### src/rtl/multicycle_ctrl.sv
// Multi-cycle RV32I sequencer: fetch/decode/execute/mem/writeback control,
// memory handshakes, PC/RF write strobes and sticky trap reporting.
//
//  state   | meaning
//  FETCH   | imem_req high, wait for imem_valid, latch ir
//  DECODE  | classify opcode, trap on illegal
//  EXECUTE | drive ALU controls; branches resolve and retire here
//  MEM     | dmem_req high, wait for dmem_ready; stores retire here
//  WB      | register-file write, PC update, retire
//  TRAP    | all strobes low, stays until reset
module multicycle_ctrl #(
    parameter int TIMEOUT_CYCLES = 255
) (
    input  logic        clk,
    input  logic        rst_n,
    output logic        imem_req,
    input  logic        imem_valid,
    input  logic [31:0] imem_rdata,
    output logic        dmem_req,
    output logic        dmem_we,
    input  logic        dmem_ready,
    input  logic        branch_taken,
    output logic [31:0] ir,
    output logic [3:0]  alu_op,
    output logic [2:0]  alu_funct3,
    output logic [6:0]  alu_funct7,
    output logic        alu_src1_pc,
    output logic        alu_src2_imm,
    output logic        pc_we,
    output logic [1:0]  pc_sel,
    output logic        rf_we,
    output logic [1:0]  wb_sel,
    output logic        retired,
    output logic        trap,
    output logic [1:0]  trap_cause,
    output logic [2:0]  state
);

    typedef enum logic [2:0] {
        S_FETCH   = 3'd0,
        S_DECODE  = 3'd1,
        S_EXECUTE = 3'd2,
        S_MEM     = 3'd3,
        S_WB      = 3'd4,
        S_TRAP    = 3'd7
    } state_t;

    localparam logic [6:0] OP_R    = 7'b0110011;
    localparam logic [6:0] OP_I    = 7'b0010011;
    localparam logic [6:0] OP_LD   = 7'b0000011;
    localparam logic [6:0] OP_ST   = 7'b0100011;
    localparam logic [6:0] OP_BR   = 7'b1100011;
    localparam logic [6:0] OP_JAL  = 7'b1101111;
    localparam logic [6:0] OP_JALR = 7'b1100111;
    localparam logic [6:0] OP_LUI  = 7'b0110111;

    localparam int CW = (TIMEOUT_CYCLES > 1) ? $clog2(TIMEOUT_CYCLES) : 1;
    localparam logic [CW-1:0] CNT_LAST = CW'(TIMEOUT_CYCLES - 1);
    localparam bit TIMEOUT_EN = (TIMEOUT_CYCLES != 0);

    state_t        cur;
    logic [CW-1:0] wait_cnt;
    logic          timeout_hit;

    logic          is_ld, is_st, is_br, is_jal, is_jalr, legal;
    logic [3:0]    ex_alu_op;
    logic          ex_src1_pc, ex_src2_imm;

    assign timeout_hit = TIMEOUT_EN && (wait_cnt == CNT_LAST);

    always_comb begin
        is_ld       = 1'b0;
        is_st       = 1'b0;
        is_br       = 1'b0;
        is_jal      = 1'b0;
        is_jalr     = 1'b0;
        legal       = 1'b1;
        ex_alu_op   = 4'b0000;
        ex_src1_pc  = 1'b0;
        ex_src2_imm = 1'b0;
        case (ir[6:0])
            OP_R:    ex_alu_op = 4'b0000;
            OP_I:    begin ex_alu_op = 4'b0001; ex_src2_imm = 1'b1; end
            OP_LD:   begin ex_alu_op = 4'b0010; ex_src2_imm = 1'b1; is_ld = 1'b1; end
            OP_ST:   begin ex_alu_op = 4'b0010; ex_src2_imm = 1'b1; is_st = 1'b1; end
            OP_BR:   begin ex_alu_op = 4'b0011; is_br = 1'b1; end
            OP_JAL:  begin ex_alu_op = 4'b0100; ex_src1_pc = 1'b1; is_jal = 1'b1; end
            OP_JALR: begin ex_alu_op = 4'b0100; ex_src1_pc = 1'b1; is_jalr = 1'b1; end
            OP_LUI:  begin ex_alu_op = 4'b0101; ex_src2_imm = 1'b1; end
            default: legal = 1'b0;
        endcase
    end

    // The wait counter restarts on every state entry; it only advances while
    // a memory request is outstanding.
    always_ff @(posedge clk) begin
        if (!rst_n) begin
            cur        <= S_FETCH;
            ir         <= 32'h0000_0013;
            trap       <= 1'b0;
            trap_cause <= 2'd0;
            wait_cnt   <= '0;
        end else begin
            wait_cnt <= '0;
            case (cur)
                S_FETCH: begin
                    if (imem_valid) begin
                        ir  <= imem_rdata;
                        cur <= S_DECODE;
                    end else if (timeout_hit) begin
                        cur        <= S_TRAP;
                        trap       <= 1'b1;
                        trap_cause <= 2'd2;
                    end else begin
                        wait_cnt <= wait_cnt + CW'(1);
                    end
                end
                S_DECODE: begin
                    if (legal) begin
                        cur <= S_EXECUTE;
                    end else begin
                        cur        <= S_TRAP;
                        trap       <= 1'b1;
                        trap_cause <= 2'd1;
                    end
                end
                S_EXECUTE: begin
                    if (is_br)               cur <= S_FETCH;
                    else if (is_ld || is_st) cur <= S_MEM;
                    else                     cur <= S_WB;
                end
                S_MEM: begin
                    if (dmem_ready) begin
                        cur <= is_st ? S_FETCH : S_WB;
                    end else if (timeout_hit) begin
                        cur        <= S_TRAP;
                        trap       <= 1'b1;
                        trap_cause <= 2'd3;
                    end else begin
                        wait_cnt <= wait_cnt + CW'(1);
                    end
                end
                S_WB:    cur <= S_FETCH;
                S_TRAP:  cur <= S_TRAP;
                default: cur <= S_FETCH;
            endcase
        end
    end

    assign state      = cur;
    assign alu_funct3 = ir[14:12];
    assign alu_funct7 = ir[31:25];

    // ALU controls stay at their EXECUTE values through MEM and WB so the
    // address / result seen by the datapath does not move.
    always_comb begin
        imem_req     = 1'b0;
        dmem_req     = 1'b0;
        dmem_we      = 1'b0;
        alu_op       = 4'b0000;
        alu_src1_pc  = 1'b0;
        alu_src2_imm = 1'b0;
        pc_we        = 1'b0;
        pc_sel       = 2'd0;
        rf_we        = 1'b0;
        wb_sel       = 2'd0;
        retired      = 1'b0;
        case (cur)
            S_FETCH: imem_req = 1'b1;
            S_EXECUTE: begin
                alu_op       = ex_alu_op;
                alu_src1_pc  = ex_src1_pc;
                alu_src2_imm = ex_src2_imm;
                if (is_br) begin
                    pc_we   = 1'b1;
                    pc_sel  = branch_taken ? 2'd1 : 2'd0;
                    retired = 1'b1;
                end
            end
            S_MEM: begin
                dmem_req     = 1'b1;
                dmem_we      = is_st;
                alu_op       = ex_alu_op;
                alu_src1_pc  = ex_src1_pc;
                alu_src2_imm = ex_src2_imm;
                if (dmem_ready && is_st) begin
                    pc_we   = 1'b1;
                    retired = 1'b1;
                end
            end
            S_WB: begin
                alu_op       = ex_alu_op;
                alu_src1_pc  = ex_src1_pc;
                alu_src2_imm = ex_src2_imm;
                rf_we        = (ir[11:7] != 5'd0);
                wb_sel       = is_ld ? 2'd1 : 2'd0;
                pc_we        = 1'b1;
                pc_sel       = is_jal ? 2'd1 : (is_jalr ? 2'd2 : 2'd0);
                retired      = 1'b1;
            end
            default: ;
        endcase
    end

endmodule

### config.mk
export PLATFORM = sky130hd
export DESIGN_NAME = multicycle_ctrl
export DESIGN_NICKNAME = d
export VERILOG_FILES = /design/src/rtl/multicycle_ctrl.sv
export SDC_FILE = /design/constraint.sdc
export NUM_CORES = 1
export LEC_CHECK = 0
export BUFFER_PORTS_ARGS = -buffer_cell sky130_fd_sc_hd__buf_4
export CORE_MARGIN = 8
export CORE_UTILIZATION = 47
export DETAILED_ROUTE_END_ITERATION = 10
export PLACE_DENSITY = 0.78
export SYNTH_ARGS = -nofsm -noshare
export SYNTH_HDL_FRONTEND = slang
export SYNTH_SLANG_ARGS = --single-unit
### constraint.sdc
create_clock -name clk -period 2.2 [get_ports clk]
set_clock_uncertainty 0.2 [all_clocks]
set_input_delay 0.33 -clock clk [delete_from_list [all_inputs] [get_ports clk]]
set_output_delay 0.33 -clock clk [all_outputs]
set_load 0.01 [all_outputs]
==> impl_results.md <==
* Number of synthesized flops with an enable pin at 0
* Final Worst Setup Slack at 0.07102 ns
* Share of flip-flops with an asynchronous set or reset at 0%
* Vias at 2068
* Top post-synthesis cells by area: dfxtp_1 (41%), nand2_1 (12%), a21boi_0 (8.7%)
* Top FF cell, synth: dfxtp_1
* N_diodes at 0
* Initial antenna violation count at 0
* Nets at 397
* Die area at 0.007207 mm2
* Critical path arrival at 1.60 ns
* Multi-input logic area at 0.001136 mm2
* Hpwl dp at 4.469 mm
* First-pass GRT wire length at 9.597 mm
* CTS tree: yes
* Commonest non-fill, non-tap cell in the layout: buf_4
* Register area at 934.6 um2
* Count of cell types in the netlist at 44
* Fin. Hold Viols at 0
* Hold Path Class: in -> reg
* Row Count at 25
* DRC at 0
* Core area at 0.004661 mm2
* Clock latency at the later pin of the worst-skew pair at 0.29 ns
* Vias in the first global route at 1976
* Tcrit/Tclk final at 96.77%
* Max IR drop VDD at 567.3 uV
* Drt wl/cell at 14.61 um
* CTS H-tree lvls at 2
* Grt total ovfl at 0
* DP Cell Count at 402
* Most frequent cells in the layout: buf_4 (106), nand2_1 (74), dfxtp_1 (39), a21boi_0 (26), nor2_1 (15)
* Critical Path Source Type: flop
* Final ANT Viol Nets at 0
* Largest net degree at the start of global routing at 39
* CP max FO at 5
* Tot Pwr at 3.075 mW
* Post-synthesis area per instance at 8.112 um2
* Layout fillers at 406
* Clock buffer count from CTS at 5
* Mapped Area at 0.002231 mm2
* Initial Util at 47.87%
* Input/output buffers at 98
* Global Route Usage Sum at 16.25%
* Total wire length at 6.019 mm
* Boundary Pins at 101
* Power density cells at 1016 mW/mm2
* Root Driver: clkbuf_8
* Area leader, netlist: dfxtp_1
* Area Overhead vs Synth at 35.61%
* Critical Path Sink Type: output pin
* Synthesis Warnings at 0
* Status: finished clean
* Critical path class: reg -> out
* Clock Pin Slew Worst Setup and Hold Paths at 0.08 ns
* Max cap viols at 0
* Worst path required time at 1.67 ns
* Max incr delay on CP at 0.34 ns
* Leakage Power at 1.333 nW
* Final setup viols at 0
* Area share of the largest cell type after synthesis at 41.28%
* Seq cells post-synth at 46
* # clock sinks at 46
* Cells after Synth at 275
* Drt via density at 5.019
* Pre-CTS setup slack at 0.1337 ns
* Final Max Tran Viols at 0
* TritonRoute pass-1 iters at 4
* Non-Filler Instances at 412
* Max Fclk at 469.7 MHz
* CP max-delay cell: dfxtp_2
* CP cell instances: and3b_2, nand4_1, nor2_2, a41oi_2, o21ai_1, buf_4
* CTS Buffer Depth at 2
* GP Congestion at 0.8342
* DRT iter0 DRCs at 107
* Die H at 84.90 um
* Die X at 84.90 um
* Final min period at 2.129 ns
* Layout cells sized above 1 at 36.31%
* Sequential share of the synthesized area at 41.28%
[flip-flops by register name, summed over array words and instances, names as in the netlist]
signal and flops:
trap 1, trap_cause 2, ir 32, state 3, wait_cnt 8
[area by class of cell]
class,count,share of cell area [%]
Clock buffer,6,2.399
Clock inverter,1,0.2481
Inverter,3,0.3722
Multi-Input combinational cell,196,37.55
Sequential cell,46,30.89
Tap cell,54,2.233
Timing Repair Buffer,106,26.30
[power by group]
| part | internal, mW | total, mW | switching, mW | leakage, nW |
|---|---|---|---|---|
| combinational | 0.642 | 1.40 | 0.758 | 0.918 |
| sequential | 1.02 | 1.19 | 0.179 | 0.378 |
| clock | 0.218 | 0.481 | 0.263 | 0.0373 |
| total | 1.87 | 3.07 | 1.20 | 1.33 |
[metal layers]
layer	GRT usage, %	vias to the layer above	share of wire (%)	wire (um)
met5	0	-	0	0
met3	6.564	9	9.2	553
met4	5.987	0	1.6	97
met1	18.38	924	43	2577
met2	26.84	70	46	2791
li1	-	1065	-	-
[Yosys cell counts, drive strengths merged (2+ instances only)]
cell	count
o211ai	2
ha	2
and3	2
inv	3
nor3	7
xnor2	3
buf	25
a41oi	2
nor2b	2
and2	3
nand3	6
nand2b	3
a21oi	10
nand4	5
dfxtp	46
o21ai	4
xor2	4
nor3b	2
nand2	74
clkbuf	6
nand3b	5
and4	2
a21boi	29
nor2	16
[logic make-up after synthesis]
logic type | Yosys count | synth area share [%]
simple gates | 132 | 28.32
compound gates | 52 | 16.66
flops | 46 | 41.28
buf+inv | 34 | 9.254
xor+xnor | 7 | 2.748
fa+ha+maj | 2 | 1.122
other cells | 1 | 0.1681
mux | 1 | 0.4487
[final timing paths]
| path | slack [ns] | cells past startpoint | startpoint | to |
|---|---|---|---|---|
| setup / recovery | 0.07 | 6 | ir[4] | retired |
| hold / removal | 0.05 | 3 | imem_rdata[1] | ir[1] |
| setup reg to reg | 0.40 | 6 | state[2] | ir[2] |
| hold reg to reg | 0.26 | 2 | trap_cause[0] | trap_cause[0] |
[through the flow]
step / setup TNS [ns] / util, % / hold slack, ns / area (um2)
floorplan: 0 / - / 0.2297 / 2235
global placement: 0 / 61.80 / 0.2478 / 2880
detailed placement: 0 / 61.80 / 0.2494 / 2880
CTS: 0 / 63.70 / 0.04318 / 2969
global route: -0.03375 / 64.91 / 0.04656 / 3025
finish: 0 / 64.91 / 0.05131 / 3025
[repair_timing]
| action | in CTS | in global routing |
|---|---|---|
| pin swaps | 0 | 2 |
| hold endpoints to repair | 0 | 0 |
| hold buffers | 0 | 0 |
| setup buffers | 0 | 3 |
| resized for setup | 4 | 12 |
| setup endpoints to repair | 2 | 8 |
[worst max-delay path, delay by kind of cell, from the launching register on]
| kind | cells | cell delay [ns] |
|---|---|---|
| AO/OA/AOI/OAI | 2 | 0.25 |
| buffers and inverters | 1 | 0.15 |
| flip-flops | 1 | 0.34 |
| AND/OR/NAND/NOR | 3 | 0.57 |
No activity file was read; power rests on OpenSTA's default activity.
